<file path="src/rtl/mem_stage_pkg.sv">
// Shared memory-access encodings: op/size codes, stage state, byte-lane masks.
package mem_stage_pkg;

  typedef enum logic [1:0] {
    MemNone  = 2'b00,
    MemLoad  = 2'b01,
    MemStore = 2'b10,
    MemLoadu = 2'b11
  } mem_op_e;

  typedef enum logic [1:0] {
    SizeByte = 2'b00,
    SizeHalf = 2'b01,
    SizeWord = 2'b10,
    SizeRsvd = 2'b11
  } mem_size_e;

  typedef enum logic [1:0] {
    StIdle = 2'b00,
    StReq  = 2'b01,
    StDone = 2'b10
  } mem_state_e;

  // Byte-enable masks for lane 0; shifted left by the low address bits.
  localparam logic [3:0] LanesByte = 4'b0001;
  localparam logic [3:0] LanesHalf = 4'b0011;
  localparam logic [3:0] LanesWord = 4'b1111;

  // True when the access cannot be issued: misaligned or reserved size.
  function automatic logic access_fault(mem_size_e size, logic [1:0] lane);
    logic flt;
    case (size)
      SizeByte: flt = 1'b0;
      SizeHalf: flt = lane[0];
      SizeWord: flt = (lane != 2'b00);
      default:  flt = 1'b1;
    endcase
    return flt;
  endfunction

endpackage

</file>
<file path="src/rtl/mem_stage_load_extend.sv">
// Load alignment: picks the addressed byte/half lane and sign- or zero-extends it.
module mem_stage_load_extend
  import mem_stage_pkg::*;
(
  input  logic [31:0] rdata,
  input  logic [1:0]  lane,
  input  mem_size_e   size,
  input  logic        is_unsigned,
  output logic [31:0] value
);

  logic [7:0]  byte_sel;
  logic [15:0] half_sel;

  // Lane select then extension; word accesses pass straight through.
  always_comb begin
    case (lane)
      2'd0:    byte_sel = rdata[7:0];
      2'd1:    byte_sel = rdata[15:8];
      2'd2:    byte_sel = rdata[23:16];
      default: byte_sel = rdata[31:24];
    endcase
    half_sel = lane[1] ? rdata[31:16] : rdata[15:0];
    case (size)
      SizeByte: value = {{24{~is_unsigned & byte_sel[7]}}, byte_sel};
      SizeHalf: value = {{16{~is_unsigned & half_sel[15]}}, half_sel};
      default:  value = rdata;
    endcase
  end

endmodule

</file>
<file path="src/rtl/mem_stage.sv">
// Memory pipeline stage: single-outstanding data-memory access, load alignment,
// registered writeback, upstream stall while an access is in flight.
module mem_stage
  import mem_stage_pkg::*;
#(
  parameter int unsigned TIMEOUT = 255
) (
  input  logic        clk,
  input  logic        reset,
  input  logic [1:0]  memOpIn,
  input  logic [1:0]  memSizeIn,
  input  logic [31:0] addrIn,
  input  logic [31:0] dinIn,
  input  logic [31:0] aluIn,
  input  logic [4:0]  rdIn,
  input  logic        regWriteIn,
  output logic        stall,
  output logic        dmem_req,
  output logic        dmem_we,
  output logic [31:0] dmem_addr,
  output logic [3:0]  dmem_be,
  output logic [31:0] dmem_wdata,
  input  logic        dmem_ready,
  input  logic [31:0] dmem_rdata,
  output logic [31:0] wbData,
  output logic [4:0]  wbRd,
  output logic        wbWe,
  output logic        fault
);

  mem_state_e  state_q, state_d;
  mem_op_e     op_q, op_d;
  mem_size_e   size_q, size_d;
  logic [1:0]  lane_q, lane_d;
  logic [4:0]  rd_q, rd_d;
  logic        rwe_q, rwe_d;
  logic [31:0] rdata_q, rdata_d;
  logic        aborted_q, aborted_d;
  logic [15:0] cnt_q, cnt_d;

  logic        req_q, req_d;
  logic        we_q, we_d;
  logic [31:0] addr_q, addr_d;
  logic [3:0]  be_q, be_d;
  logic [31:0] wdata_q, wdata_d;
  logic [31:0] wb_data_q, wb_data_d;
  logic [4:0]  wb_rd_q, wb_rd_d;
  logic        wb_we_q, wb_we_d;
  logic        fault_q, fault_d;

  mem_op_e     op_in;
  mem_size_e   size_in;
  logic        bad_in;
  logic [3:0]  st_be;
  logic [31:0] st_wdata;
  logic [16:0] cnt_inc;
  logic [31:0] load_val;

  assign op_in   = mem_op_e'(memOpIn);
  assign size_in = mem_size_e'(memSizeIn);
  assign bad_in  = access_fault(size_in, addrIn[1:0]);
  assign cnt_inc = {1'b0, cnt_q} + 17'd1;

  // Byte enables and lane-replicated store data for the incoming access.
  always_comb begin
    case (size_in)
      SizeByte: begin
        st_be    = LanesByte << addrIn[1:0];
        st_wdata = {4{dinIn[7:0]}};
      end
      SizeHalf: begin
        st_be    = LanesHalf << addrIn[1:0];
        st_wdata = {2{dinIn[15:0]}};
      end
      default: begin
        st_be    = LanesWord;
        st_wdata = dinIn;
      end
    endcase
  end

  mem_stage_load_extend u_load_extend (
    .rdata       (rdata_q),
    .lane        (lane_q),
    .size        (size_q),
    .is_unsigned (op_q == MemLoadu),
    .value       (load_val)
  );

  // Next-state, bus and writeback decisions; wbWe/fault default low so they pulse.
  always_comb begin
    state_d   = state_q;
    op_d      = op_q;
    size_d    = size_q;
    lane_d    = lane_q;
    rd_d      = rd_q;
    rwe_d     = rwe_q;
    rdata_d   = rdata_q;
    aborted_d = aborted_q;
    cnt_d     = cnt_q;
    req_d     = req_q;
    we_d      = we_q;
    addr_d    = addr_q;
    be_d      = be_q;
    wdata_d   = wdata_q;
    wb_data_d = wb_data_q;
    wb_rd_d   = wb_rd_q;
    wb_we_d   = 1'b0;
    fault_d   = 1'b0;
    stall     = 1'b0;
    unique case (state_q)
      StIdle: begin
        if (op_in == MemNone) begin
          wb_data_d = aluIn;
          wb_rd_d   = rdIn;
          wb_we_d   = regWriteIn;
        end else if (bad_in) begin
          fault_d = 1'b1;
        end else begin
          stall     = 1'b1;
          op_d      = op_in;
          size_d    = size_in;
          lane_d    = addrIn[1:0];
          rd_d      = rdIn;
          rwe_d     = regWriteIn;
          aborted_d = 1'b0;
          cnt_d     = '0;
          req_d     = 1'b1;
          we_d      = (op_in == MemStore);
          addr_d    = {addrIn[31:2], 2'b00};
          be_d      = st_be;
          wdata_d   = st_wdata;
          state_d   = StReq;
        end
      end
      StReq: begin
        stall = 1'b1;
        if (dmem_ready) begin
          // Ready wins even on the cycle the timeout would fire.
          rdata_d = dmem_rdata;
          req_d   = 1'b0;
          state_d = StDone;
        end else begin
          cnt_d = cnt_inc[15:0];
          if (cnt_inc >= 17'(TIMEOUT)) begin
            req_d     = 1'b0;
            aborted_d = 1'b1;
            state_d   = StDone;
          end
        end
      end
      StDone: begin
        // Upstream advances on this edge; whatever sits on the inputs is stale.
        state_d = StIdle;
        if (aborted_q) begin
          fault_d = 1'b1;
        end else if (op_q != MemStore) begin
          wb_data_d = load_val;
          wb_rd_d   = rd_q;
          wb_we_d   = rwe_q;
        end
      end
      default: state_d = StIdle;
    endcase
  end

  // State and output registers with synchronous reset.
  always_ff @(posedge clk) begin
    if (reset) begin
      state_q   <= StIdle;
      op_q      <= MemNone;
      size_q    <= SizeByte;
      lane_q    <= '0;
      rd_q      <= '0;
      rwe_q     <= 1'b0;
      rdata_q   <= '0;
      aborted_q <= 1'b0;
      cnt_q     <= '0;
      req_q     <= 1'b0;
      we_q      <= 1'b0;
      addr_q    <= '0;
      be_q      <= '0;
      wdata_q   <= '0;
      wb_data_q <= '0;
      wb_rd_q   <= '0;
      wb_we_q   <= 1'b0;
      fault_q   <= 1'b0;
    end else begin
      state_q   <= state_d;
      op_q      <= op_d;
      size_q    <= size_d;
      lane_q    <= lane_d;
      rd_q      <= rd_d;
      rwe_q     <= rwe_d;
      rdata_q   <= rdata_d;
      aborted_q <= aborted_d;
      cnt_q     <= cnt_d;
      req_q     <= req_d;
      we_q      <= we_d;
      addr_q    <= addr_d;
      be_q      <= be_d;
      wdata_q   <= wdata_d;
      wb_data_q <= wb_data_d;
      wb_rd_q   <= wb_rd_d;
      wb_we_q   <= wb_we_d;
      fault_q   <= fault_d;
    end
  end

  assign dmem_req   = req_q;
  assign dmem_we    = we_q;
  assign dmem_addr  = addr_q;
  assign dmem_be    = be_q;
  assign dmem_wdata = wdata_q;
  assign wbData     = wb_data_q;
  assign wbRd       = wb_rd_q;
  assign wbWe       = wb_we_q;
  assign fault      = fault_q;

endmodule

</file>
<file path="config.mk">
export PLATFORM = sky130hd
export DESIGN_NAME = mem_stage
export DESIGN_NICKNAME = d
export VERILOG_FILES = /design/src/rtl/mem_stage_pkg.sv /design/src/rtl/mem_stage_load_extend.sv /design/src/rtl/mem_stage.sv
export SDC_FILE = /design/constraint.sdc
export NUM_CORES = 1
export LEC_CHECK = 0
export BUFFER_PORTS_ARGS = -buffer_cell sky130_fd_sc_hd__buf_2
export CORE_MARGIN = 2
export CORE_UTILIZATION = 50
export DETAILED_ROUTE_END_ITERATION = 6
export PLACE_DENSITY = 0.78
export SYNTH_ARGS = -nofsm -noshare
export SYNTH_HDL_FRONTEND = slang
export SYNTH_HIERARCHICAL = 1
export SYNTH_SLANG_ARGS = --single-unit
</file>
<file path="constraint.sdc">
create_clock -name clk -period 3.4 [get_ports clk]
set_input_delay 0.34 -clock clk [delete_from_list [all_inputs] [get_ports clk]]
set_output_delay 0.34 -clock clk [all_outputs]
set_load 0.01 [all_outputs]
</file>
==> run_results.csv, run 1 <==
group,metric,value,unit
outcome,outcome,"finished clean",
detailed_routing,avgRoutedWirePerCell,15.5,µm
clock_tree,ctsLongestPathBuffers,2,
critical_path,reg2reg_depth,6,
timing,max_freq,388,MHz
logic_synthesis,synth_top_family_by_area,"compound AO/OA/AOI/OAI gates",
global_routing,grt_usage,25.4,%
cells_and_area,area_growth_syn_to_layout,23.1,%
detailed_routing,vias,7644,
timing,hold_ws,142,ps
detailed_routing,routed_wl,21900,µm
run,cap_viol_max_count,0,
clock_tree,clock-sinks,170,
cells_and_area,drive_above_1_share,27.3,%
timing,hold_viol,0,
detailed_routing,drtPass1Iterations,5,
detailed_routing,drcViolationCount,0,
pwr,power_density,498,nW/µm²
pwr,p_leak,0.00406,µW
critical_path,crit_required,3720,ps
cells_and_area,post-route-util,62.4,%
logic_synthesis,synthAdderAreaFrac,0.314,%
timing,rsz0062_at_grt,"false",
floorplan,core,15700,µm²
cells_and_area,finalNonFillerCells,1411,
logic_synthesis,synth-edff-count,0,
hold_path,hold_path_depth,3,
logic_synthesis,ys_seq_elements,170,
pwr,ir_drop,0.332,mV
clock_tree,clk_latency,430,ps
clock_tree,ctsHoldBuffers,0,
placed_design,io_buffers,248,
placed_design,place_congestion,0.876,
logic_synthesis,synth_ff_type,"dfxtp_1",
global_routing,grt_first_pass_wirelength,34500,µm
logic_synthesis,yosys.area_share.simple,20.0,%
clock_tree,cts_buffers,17,
critical_path,arrival,2900,ps
clock_tree,cts_tree,"yes",
logic_synthesis,yosys.area_share.xor_xnor,0.549,%
timing,fin_crit,2580,ps
floorplan,dieArea,17000,µm²
logic_synthesis,synthDistinctLibCells,57,
timing,setup_tns,0,ps
hold_path,hold_path.class,"in -> reg",
timing,slew_viol_final,0,
clock_tree,cts_max_level,4,
floorplan,start_util,50.7,%
timing,finalCritPeriodShare,75.9,%
timing,finalSetupViolations,0,
clock_tree,root_buffer,"clkbuf_16",
logic_synthesis,synth_area_per_cell,8.11,µm²
cells_and_area,nNetsFinal,1323,
logic_synthesis,synth-compound-area-share,22.2,%
timing,fin_worst_skew,9.91,ps
clock_tree,postCtsResizedCells,0,
critical_path,start_kind,"flop",
logic_synthesis,async_reset_ff_share,0,%
pwr,power,4880,µW
logic_synthesis,synth.area.top_cells,"dfxtp_1 (43%), nand2_1 (11%), mux2i_1 (8.7%), a21oi_1 (6.6%), a211oi_1 (4.7%)",
logic_synthesis,syn_area,7970,µm²
detailed_routing,viasPerCell,5.42,
floorplan,ios,251,
logic_synthesis,postSynthCellCount,983,
critical_path,crit_fanout,8,
critical_path,worstSetupPathType,"reg -> reg",
detailed_routing,ant_nets,0,
global_routing,grt_max_degree,64,
logic_synthesis,synth_top_cell_by_area,"dfxtp_1",
clock_tree,clk_pin_slew_worst_paths,70,ps
detailed_routing,drt-initial-drc-count,526,
logic_synthesis,ys_seq_area_share,42.7,%
floorplan,die_y,130,µm
clock_tree,cts_setup_buffers,0,
logic_synthesis,synth_mux_area_share,8.95,%
critical_path,crit_path_end_kind,"flop",
global_routing,antenna_found_initial,0,
global_routing,grt_overflow,0,
placed_design,dp_hpwl,15700,µm
logic_synthesis,synth.top_cell.area_share,42.7,%
floorplan,die_w,130,µm
timing,slew-limit-headroom,28.2,%
placed_design,dp.cells,1377,
timing,tightest_slew,1080,ps
logic_synthesis,synth_warnings,6,
floorplan,rows,46,
global_routing,grt_pass1_vias,6940,
cells_and_area,nFillCells,1393,
==> layout by cell type, fill, tap and decap left out, drive strengths merged, types with 7 or more instances in the layout <==
| master | count |
|---|---|
| nor2 | 89 |
| inv | 10 |
| a31oi | 9 |
| a311oi | 16 |
| clkbuf | 18 |
| mux2i | 69 |
| clkinv | 9 |
| o211ai | 22 |
| nand2 | 230 |
| dfxtp | 170 |
| a22oi | 9 |
| a211oi | 50 |
| nor2b | 12 |
| o221ai | 8 |
| buf | 266 |
| o21ai | 26 |
| o22a | 7 |
| a21oi | 105 |
| nor3 | 13 |
==> layer usage <==
| metal | part of all wire (%) | global-route usage, % | vias up |
|---|---|---|---|
| li1 | - | - | 3834 |
| met1 | 43 | 32.9 | 3492 |
| met2 | 47 | 40.9 | 286 |
| met3 | 7.6 | 6.52 | 32 |
| met4 | 2.1 | 9.55 | 0 |
| met5 | 0 | 0 | - |
==> worst paths after layout <==
| path | startpoint | endpoint | slack [ps] |
|---|---|---|---|
| setup / recovery | cnt_q[0] | state_q[1] | 820 |
| hold / removal | addrIn[4] | dmem_addr[4] | 140 |
| setup reg to reg | cnt_q[0] | state_q[1] | 820 |
| hold reg to reg | dmem_wdata[5] | dmem_wdata[5] | 450 |
==> state kept, by name (all words and copies together) (netlist names) <==
| name | count |
|---|---|
| dmem_wdata | 32 |
| rdata_q | 32 |
| wbData | 32 |
| dmem_addr | 30 |
| cnt_q | 16 |
| rd_q | 5 |
| wbRd | 5 |
| dmem_be | 4 |
| lane_q | 2 |
| op_q | 2 |
| size_q | 2 |
| state_q | 2 |
| aborted_q | 1 |
| dmem_req | 1 |
| dmem_we | 1 |
| fault | 1 |
| rwe_q | 1 |
| wbWe | 1 |
==> synthesized netlist by cell type (3+ instances only) <==
cell	n
nor2_1	89
and2_1	4
a311oi_1	16
o211ai_1	12
a22oi_1	9
mux2i_1	69
buf_2	15
o21ai_0	26
xnor2_1	3
o22a_1	7
nor3_1	13
buf_1	5
inv_1	5
clkbuf_1	61
nand2b_1	3
nor2b_1	12
a211oi_1	50
a31oi_1	9
o221ai_1	8
buf_6	3
a21oi_1	105
nand3_1	6
nand2_1	230
buf_4	4
dfxtp_1	170
o211ai_2	10
nand4_1	3
==> through the flow <==
| stage | worst slack, ps | instance area [µm²] |
|---|---|---|
| 6_report | 821 | 9810 |
| 5_1_grt | 626 | 9800 |
| 4_1_cts | 853 | 9800 |
| 3_5_place_dp | 777 | 9250 |
| 3_3_place_gp | 844 | 9250 |
| 2_1_floorplan | 1030 | 7970 |
==> worst max-delay path, stage by stage (launching register included) <==
cell and delay, ps:
dfxtp_1 490, ha_1 290, nand3_1 180, or3_2 570, mux2i_1 140, or4_4 450, o311a_1 340
==> cells by family after synthesis <==
logic type,after synthesis
buf+inv,96
fa+ha+maj,2
flops,170
mux,71
simple gates,375
compound gates,263
xor+xnor,5
other cells,1
==> area by class of cell <==
class,instances,area [µm²],area share [%]
well taps,216,270,2.76
clock buffers,18,439,4.48
flip-flops and latches,170,3400,34.7
multi-input cells,718,4170,42.5
diodes,2,5.00,0.0510
clock inverters,14,115,1.17
repair buffers,266,1380,14.1
inverters,7,26.3,0.268
==> power by group <==
| group | internal (µW) | switching (µW) | total [µW] | leakage (µW) |
|---|---|---|---|---|
| Sequential | 2130 | 84.0 | 2220 | 0.00139 |
| Combinational | 342 | 506 | 848 | 0.00240 |
| Clock | 970 | 844 | 1810 | 0.000272 |
Power figures use the tool's default switching activity.
==> run 2, diff against run 1 <==
ABC_AREA = 1   (was default)
PLACE_DENSITY = 0.79   (was 0.78)
clock period = 2.5 ns   (was 3.4 ns; I/O delays follow)
==> run 2 against run 1 <==
  * Critical path depth rose by 7
  * Critical endpoint is now dmem_req
  * Die area shrank 0.17%
  * Area after synthesis decreased by 0.17%
  * Combinational power up 32%
  * Largest power group unchanged
  * Fmax up 26%
  * Total power is 37% higher
  * Final cell count grew 11%
  * Global-route usage is 0.86 points higher
  * Wire length is 4.2% higher
  * Worst hold slack worse by 61 ps
==> run_results.csv, run 2 <==
group,metric,value,unit
global_routing,grt_overflow,0,
critical_path,arrival,2380,ps
pwr,p_leak,0.00448,µW
clock_tree,postCtsResizedCells,0,
logic_synthesis,ys_seq_area_share,42.8,%
timing,finalCritPeriodShare,81.6,%
logic_synthesis,yosys.area_share.simple,32.2,%
clock_tree,root_buffer,"clkbuf_16",
placed_design,place_congestion,0.941,
global_routing,antenna_found_initial,1,
run,cap_viol_max_count,0,
cells_and_area,nFillCells,1453,
hold_path,hold_path.class,"in -> reg",
global_routing,grt_pass1_vias,7290,
pwr,p_int,4750,µW
clock_tree,clk_latency,420,ps
critical_path,worstSetupPathType,"reg -> reg",
floorplan,core,15700,µm²
cells_and_area,layout_common_cells,"nand2_1 (309), buf_2 (248), dfxtp_1 (170)",
logic_synthesis,yosys.area_share.xor_xnor,0.110,%
clock_tree,ctsHoldBuffers,0,
cells_and_area,area_growth_syn_to_layout,23.2,%
placed_design,io_buffers,248,
pwr,power_frac_clock,37.7,%
cells_and_area,drive_above_1_share,26.3,%
logic_synthesis,synth_mux_area_share,0,%
pwr,p_comb_share,16.8,%
detailed_routing,ant_nets,0,
cells_and_area,final_common_cell,"nand2_1",
floorplan,die_y,130,µm
placed_design,dp_hpwl,16300,µm
floorplan,rows,46,
logic_synthesis,ys_seq_elements,170,
logic_synthesis,synth_top_family_by_area,"simple AND/OR/NAND/NOR gates",
clock_tree,clk_pin_slew_worst_paths,70,ps
timing,tightest_slew,892,ps
floorplan,die_w,130,µm
pwr,switchingPower,1920,µW
clock_tree,cts_tree,"yes",
logic_synthesis,async_reset_ff_share,0,%
logic_synthesis,synthDistinctLibCells,38,
logic_synthesis,synth_top_cell_by_area,"dfxtp_1",
critical_path,crit_path_end_kind,"flop",
clock_tree,cts_setup_buffers,0,
global_routing,grt_max_degree,85,
logic_synthesis,synth-compound-area-share,17.5,%
pwr,ir_drop,0.475,mV
cells_and_area,nNetsFinal,1477,
detailed_routing,drtPass1Iterations,6,
clock_tree,cts_max_level,4,
critical_path,crit_fanout,6,
timing,max_freq,490,MHz
pwr,seq_power_share,45.5,%
timing,hold_viol,0,
detailed_routing,drt-initial-drc-count,695,
logic_synthesis,synthAdderAreaFrac,0.315,%
clock_tree,ctsLongestPathBuffers,2,
outcome,outcome,"finished clean",
logic_synthesis,synth_warnings,6,
critical_path,crit_required,2840,ps
pwr,power_density,681,nW/µm²
timing,fin_crit,2040,ps
detailed_routing,drcViolationCount,0,
logic_synthesis,synth.top_cell.area_share,42.8,%
pwr,switching_share,28.8,%
timing,hold_ws,81.0,ps
global_routing,grt_first_pass_wirelength,35700,µm
logic_synthesis,postSynthCellCount,1131,
clock_tree,cts_buffers,17,
timing,rsz0062_at_grt,"false",
floorplan,ios,251,
logic_synthesis,synth_ff_type,"dfxtp_1",
floorplan,start_util,50.6,%
timing,fin_worst_skew,9.45,ps
detailed_routing,vias,8307,
detailed_routing,routed_wl,22900,µm
timing,finalSetupViolations,0,
logic_synthesis,synthTopCellsByCount,"nand2_1 (311), dfxtp_1 (170), nor2_1 (107)",
critical_path,start_kind,"flop",
clock_tree,clock-sinks,170,
logic_synthesis,syn_area,7960,µm²
timing,slew-limit-headroom,40.5,%
logic_synthesis,synth.area.top_cells,"dfxtp_1 (43%), nand2_1 (15%), nand3_1 (6.1%), a21oi_1 (6.0%), o21ai_0 (5.8%)",
pwr,power,6670,µW
detailed_routing,avgRoutedWirePerCell,14.6,µm
timing,setup_tns,0,ps
floorplan,dieArea,16900,µm²
timing,slew_viol_final,0,
detailed_routing,viasPerCell,5.31,
global_routing,grt_usage,26.2,%
logic_synthesis,synth_area_per_cell,7.03,µm²
logic_synthesis,synth.most_common_cell,"nand2_1",
logic_synthesis,synth-edff-count,0,
[run 2: cell count changes after synthesis, moves of 10 or more]
| cell | delta |
|---|---|
| a211oi_1 | -48 |
| nand2_1 | +81 |
| nand3_1 | +91 |
| a311oi_1 | -14 |
| nand3_2 | +23 |
| o211ai_2 | -10 |
| mux2i_1 | -69 |
| nor2b_1 | -12 |
| a21oi_1 | -10 |
| nor3_1 | -12 |
| o21ai_0 | +66 |
| nor2_1 | +18 |
| inv_1 | +33 |
| a31oi_1 | +38 |
[run 2: cell families (layout without fill, tap and decap cells)]
logic type	Yosys count	count (layout)
flops	170	170
other cells	1	3
fa+ha+maj	2	2
xor+xnor	1	1
compound gates	256	256
simple gates	574	574
buf+inv	127	342
[run 2: power by group through the flow]
| stage | Combinational (µW) | Clock [µW] | Sequential (µW) |
|---|---|---|---|
| finish | 1120 | 2510 | 3040 |
| global route | 1250 | 2670 | 3060 |
| CTS | 1120 | 2560 | 3030 |
| detailed placement | 1120 | 0 | 3090 |
| global placement | 1100 | 0 | 3090 |
| floorplan | 612 | 0 | 3160 |
[run 2: metrics by stage]
| step | utilization [%] | cell area [µm²] | cells | setup WS, ps |
|---|---|---|---|---|
| 2_1_floorplan | - | 7960 | 1132 | 805 |
| 3_3_place_gp | 58.8 | 9240 | 1531 | 457 |
| 3_5_place_dp | 58.8 | 9240 | 1531 | 328 |
| 4_1_cts | 62.4 | 9800 | 1563 | 467 |
| 5_1_grt | 62.4 | 9800 | 1564 | 299 |
| 6_report | 62.4 | 9800 | 1564 | 461 |
[run 2: critical path: stages, from the launching register on]
cell and delay, ps:
dfxtp_1 440, ha_1 270, nand2_2 120, nor2_2 230, nand3_1 110, nand2_1 70
nand2_1 70, nor2_1 100, nand2_1 120, nor2_4 110, nand3_2 100, nand2_1 70
nand2_1 60, a21oi_2 100
[run 2: final timing paths]
kind	from	to	slack, ps	cells after the start
worst max-delay path	cnt_q[0]	dmem_req	460	13
worst min register to register	dmem_wdata[2]	dmem_wdata[2]	470	2
worst max register to register	cnt_q[0]	dmem_req	460	13
worst min-delay path	addrIn[30]	dmem_addr[30]	80	3
[run 2: metal layers]
metal	routed length, µm	GRT usage (%)
met1	10300	36.6
met2	10500	41.6
met3	1640	4.39
met4	457	8.22
met5	0	0
[run 2: layout make-up]
type	instances	area (µm²)	area share, %
Sequential cell	170	3400	34.7
Clock inverter	12	118	1.20
Clock buffer	20	447	4.56
Timing Repair Buffer	265	1390	14.2
Tap cell	216	270	2.76
Multi-Input combinational cell	835	4000	40.8
Inverter	45	171	1.75
Antenna cell	1	2.50	0.0255
